## src/rtl/updown_counter.sv

```systemverilog
// Parametrised up/down counter with load, wrap or saturate at the bounds,
// registered ovf/unf/load_err event pulses and combinational terminal flags.
module updown_counter #(
    parameter int               WIDTH     = 8,
    parameter logic [WIDTH-1:0] MAX_VAL   = {WIDTH{1'b1}},
    parameter bit               SATURATE  = 1'b0,
    parameter logic [WIDTH-1:0] RESET_VAL = '0
) (
    input  logic             clk,
    input  logic             rst,
    input  logic [WIDTH-1:0] data_in,
    input  logic             ld,
    input  logic             inc,
    input  logic             dec,
    output logic [WIDTH-1:0] q,
    output logic             at_max,
    output logic             at_min,
    output logic             ovf,
    output logic             unf,
    output logic             load_err
);

    localparam logic [WIDTH-1:0] ONE        = WIDTH'(1);
    localparam bit               FULL_RANGE = (MAX_VAL == {WIDTH{1'b1}});

    logic [WIDTH-1:0] cnt_q, cnt_d;
    logic             ovf_q, ovf_d;
    logic             unf_q, unf_d;
    logic             lerr_q, lerr_d;
    logic             load_over;

    // A full-range modulus can never see an out-of-range load value.
    generate
        if (FULL_RANGE) begin : g_full
            assign load_over = 1'b0;
        end else begin : g_part
            assign load_over = (data_in > MAX_VAL);
        end
    endgenerate

    always_comb begin
        cnt_d  = cnt_q;
        ovf_d  = 1'b0;
        unf_d  = 1'b0;
        lerr_d = 1'b0;
        if (ld) begin
            if (load_over) begin
                cnt_d  = MAX_VAL;
                lerr_d = 1'b1;
            end else begin
                cnt_d  = data_in;
            end
        end else if (inc && !dec) begin
            if (cnt_q == MAX_VAL) begin
                ovf_d = 1'b1;
                cnt_d = SATURATE ? cnt_q : '0;
            end else begin
                cnt_d = cnt_q + ONE;
            end
        end else if (dec && !inc) begin
            if (cnt_q == '0) begin
                unf_d = 1'b1;
                cnt_d = SATURATE ? cnt_q : MAX_VAL;
            end else begin
                cnt_d = cnt_q - ONE;
            end
        end
    end

    always_ff @(posedge clk) begin
        if (rst) begin
            cnt_q  <= RESET_VAL;
            ovf_q  <= 1'b0;
            unf_q  <= 1'b0;
            lerr_q <= 1'b0;
        end else begin
            cnt_q  <= cnt_d;
            ovf_q  <= ovf_d;
            unf_q  <= unf_d;
            lerr_q <= lerr_d;
        end
    end

    assign q        = cnt_q;
    assign at_max   = (cnt_q == MAX_VAL);
    assign at_min   = (cnt_q == '0);
    assign ovf      = ovf_q;
    assign unf      = unf_q;
    assign load_err = lerr_q;

endmodule

```

## config.mk

```make
export PLATFORM = sky130hd
export DESIGN_NAME = updown_counter
export DESIGN_NICKNAME = d
export VERILOG_FILES = /design/src/rtl/updown_counter.sv
export SDC_FILE = /design/constraint.sdc
export NUM_CORES = 1
export LEC_CHECK = 0
export ABC_AREA = 1
export ABC_CLOCK_PERIOD_IN_PS = 1200
export BUFFER_PORTS_ARGS = -buffer_cell sky130_fd_sc_hd__buf_4
export CAP_MARGIN = 10
export CORE_MARGIN = 4
export CORE_UTILIZATION = 46
export CTS_CLUSTER_DIAMETER = 100
export DETAILED_ROUTE_END_ITERATION = 16
export HOLD_SLACK_MARGIN = 0.05
export PLACE_DENSITY = 0.84
export SLEW_MARGIN = 20
export SYNTH_ARGS = -nofsm -noshare
export SYNTH_HDL_FRONTEND = slang
export SYNTH_SLANG_ARGS = --single-unit
```

## constraint.sdc

```tcl
create_clock -name clk -period 1.2 [get_ports clk]
set_clock_uncertainty 0.05 [all_clocks]
set_input_delay 0.24 -clock clk [delete_from_list [all_inputs] [get_ports clk]]
set_output_delay 0.24 -clock clk [all_outputs]
set_load 0.05 [all_outputs]
```

==> flow_metrics.env <==
export IMPL_status="complete, but fails checks"
export IMPL_violations="setup timing"
export IMPL_switching_share_pct=46.42
export IMPL_ys_warn_count=0
export IMPL_routed_wl_um=5711
export IMPL_pwr_share_clk_pct=16.5
export IMPL_antenna_left=0
export IMPL_maxCapViolations=0
export IMPL_syn2layout_area_growth_pct=88.84
export IMPL_rsz0062_at_grt="true"
export IMPL_ys_types=29
export IMPL_pwr_share_comb_pct=58.7
export IMPL_io_buffers=24
export IMPL_p_total_uw=1704
export IMPL_remaining_drc_errors=0
export IMPL_finalSetupViolations=18
export IMPL_synth_simple_gate_area_share_pct=43.94
export IMPL_syn_avg_cell_area_um2=6.308
export IMPL_grt_util_all_layers_pct=36.41
export IMPL_critPathMaxFanout=4
export IMPL_slew_headroom_pct=66.54
export IMPL_synth_top_family_by_area="simple AND/OR/NAND/NOR gates"
export IMPL_layout_nets=227
export IMPL_timing_fmax_mhz=574.1
export IMPL_power_density_nw_per_um2=993.5
export IMPL_diodes=0
export IMPL_setup_tns_ns=-5.765
export IMPL_die_width_um=52.44
export IMPL_cts_sinks=10
export IMPL_cp_end_kind="flop"
export IMPL_vias=1570
export IMPL_min_period_ns=1.742
export IMPL_p_int_uw=913.2
export IMPL_htree_levels=1
export IMPL_drv_slew=0
export IMPL_gr_total_overflow=0
export IMPL_avgRoutedWirePerCell_um=24.30
export IMPL_hold_buffers=0
export IMPL_cts_buffer_depth=2
export IMPL_dp_hpwl_um=2384
export IMPL_first_iter_violations=175
export IMPL_seq_power_share_pct=24.8
export IMPL_post_route_period_util_pct=145.2
export IMPL_cts_buffers=3
export IMPL_gp_congestion=0.9229
export IMPL_fillers=51
export IMPL_tightest_slew_ns=0.5000
export IMPL_die_area_um2=2749
export IMPL_placementRows=15
export IMPL_hold_path_class="input pin to flop"
export IMPL_synthCells=144
export IMPL_peakVddDrop_mv=0.9795
export IMPL_synth_compound_area_share_pct=14.74
export IMPL_stdcell_area_um2=1715
export IMPL_syn_num_nets=160
export IMPL_setup_ws_ns=-0.5419
export IMPL_p_sw_uw=791.2
export IMPL_drt_first_pass_iters=6
export IMPL_post_dp_cell_area_um2=1371
export IMPL_start_util_pct=50.42
export IMPL_cts_root_buf="clkbuf_4"
export IMPL_vias_per_cell=6.681
export IMPL_synth_area_um2=908.4
export IMPL_drive_gt1_share_pct=58.10
export IMPL_clk_latency_ns=0.29
export IMPL_finalHoldViolCount=0
export IMPL_critPathKind="flop to flop"
export IMPL_coreArea_um2=1802
export IMPL_grt_max_degree=14
export IMPL_antenna_found_initial=0
export IMPL_io_pins=26
export IMPL_yosys_area_top_type="dfxtp_1"
export IMPL_path_clk_slew_ns=0.09
export IMPL_cp_required_ns=1.33
export IMPL_synthAdderAreaFrac_pct=4.132
export IMPL_p_leak_uw=0.0008081
export IMPL_synth_area_leaders="dfxtp_1, nand2_1, nand3_1, inv_1, o21ai_0"
export IMPL_ys_ff_latch=10
export IMPL_synth_top_area_share_pct=22.04
export IMPL_ys_seq_area_share_pct=22.04
export IMPL_die_y_um=52.44
export IMPL_worst_setup_path_start_kind="flop"
export IMPL_cp_arrival_ns=1.87
export IMPL_grt_pass1_wl_um=7210
export IMPL_muxShareOfSynthArea_pct=0
export IMPL_fin_hold_ws_ns=0.1121
export IMPL_first_global_vias=1436
export IMPL_finalNonFillerCells=235
export IMPL_synth_xor_area_share_pct=2.893
export IMPL_tritoncts="done"
export IMPL_place_inst=219
## synth_stat cells
cell / instances
buf_4: 1
nor3_1: 2
buf_6: 1
dfxtp_1: 10
or2_2: 3
nand2_2: 2
inv_2: 6
nor2_4: 2
xor2_1: 2
nand3_2: 2
xnor2_1: 1
nor3b_1: 1
nand3_1: 18
o21ai_0: 11
conb_1: 1
buf_2: 2
inv_1: 15
o21ai_1: 2
nor4_1: 1
a31oi_1: 1
nor2_8: 1
a21oi_2: 4
nand2_1: 32
a21oi_1: 4
nand4_1: 4
nor2_2: 2
o211ai_1: 1
nor2_1: 9
ha_1: 3
## flip-flops by register name (all words and copies together), names as in the netlist
signal and count:
q 8, unf 1, ovf 1
## per-layer routing
| layer | global-route usage (%) | part of all wire [%] | up-vias |
|---|---|---|---|
| li1 | - | - | 605 |
| met1 | 40.17 | 32 | 685 |
| met2 | 60.95 | 43 | 192 |
| met5 | 0 | 0 | - |
| met4 | 22.13 | 11 | 0 |
| met3 | 10.26 | 14 | 88 |
## through the flow
stage / setup slack [ns] / util, %
global placement: -0.2171 / 76.11
detailed placement: -0.2777 / 76.11
floorplan: -0.3367 / -
global route: -0.6309 / 95.21
finish: -0.5419 / 95.21
CTS: -0.3990 / 88.47
## placed cells by master (no fill, tap or decap), drive strengths merged
cell type	n
o211ai	1
nor3b	1
xor2	2
nand3	20
a31oi	1
or2	3
nand2	34
buf	66
ha	3
o21ai	13
nor3	2
nand4	4
xnor2	1
clkbuf	4
dfxtp	10
conb	1
nor4	1
a21oi	8
inv	21
nor2	14
## final cells by class
| type | count | area [um^2] | share of cell area [%] |
|---|---|---|---|
| clock buffers | 4 | 26.28 | 1.532 |
| multi-input cells | 109 | 753.2 | 43.91 |
| well taps | 25 | 31.28 | 1.823 |
| inverters | 21 | 78.83 | 4.595 |
| repair buffers | 66 | 600.6 | 35.01 |
| flip-flops and latches | 10 | 225.2 | 13.13 |
## power groups by stage
stage               combinational, uW  sequential, uW  clock (uW)
finish                           1000             423         281
global route                     1040             425         295
CTS                               802             413         260
detailed placement                689             424           0
global placement                  674             424           0
floorplan                         316             520           0
## worst paths after layout
| path | startpoint | endpoint | slack, ns | depth (start not counted) |
|---|---|---|---|---|
| max | q[0] | q[3] | -0.54 | 11 |
| min | rst | ovf | 0.11 | 2 |
| max reg2reg | q[0] | q[3] | -0.54 | 11 |
| min reg2reg | q[7] | q[7] | 0.58 | 3 |
## logic make-up after synthesis
logic type / count (synthesis)
other: 1
adders and majority gates: 3
DFF: 10
and+or+nand+nor: 79
AOI/OAI and AO/OA: 23
buffers and inverters: 25
xor gates and xnor gates: 3
## what timing repair did
action                     in CTS  in global routing
gates cloned                    0                  0
setup buffers                   8                  5
pin swaps                      14                 11
resized for setup              35                 22
setup endpoints to repair      18                 19
## worst max-delay path, stage by stage (launching register included)
cell and delay [ns]:
dfxtp_4 0.39, inv_2 0.08, ha_4 0.17, nand3_2 0.09, nor2_4 0.06, buf_4 0.16, inv_2 0.08, o21ai_1 0.09
o21ai_1 0.19, nand3_1 0.12, nand2_1 0.10, inv_1 0.04
Note: power is estimated with default switching activity, not from simulation.
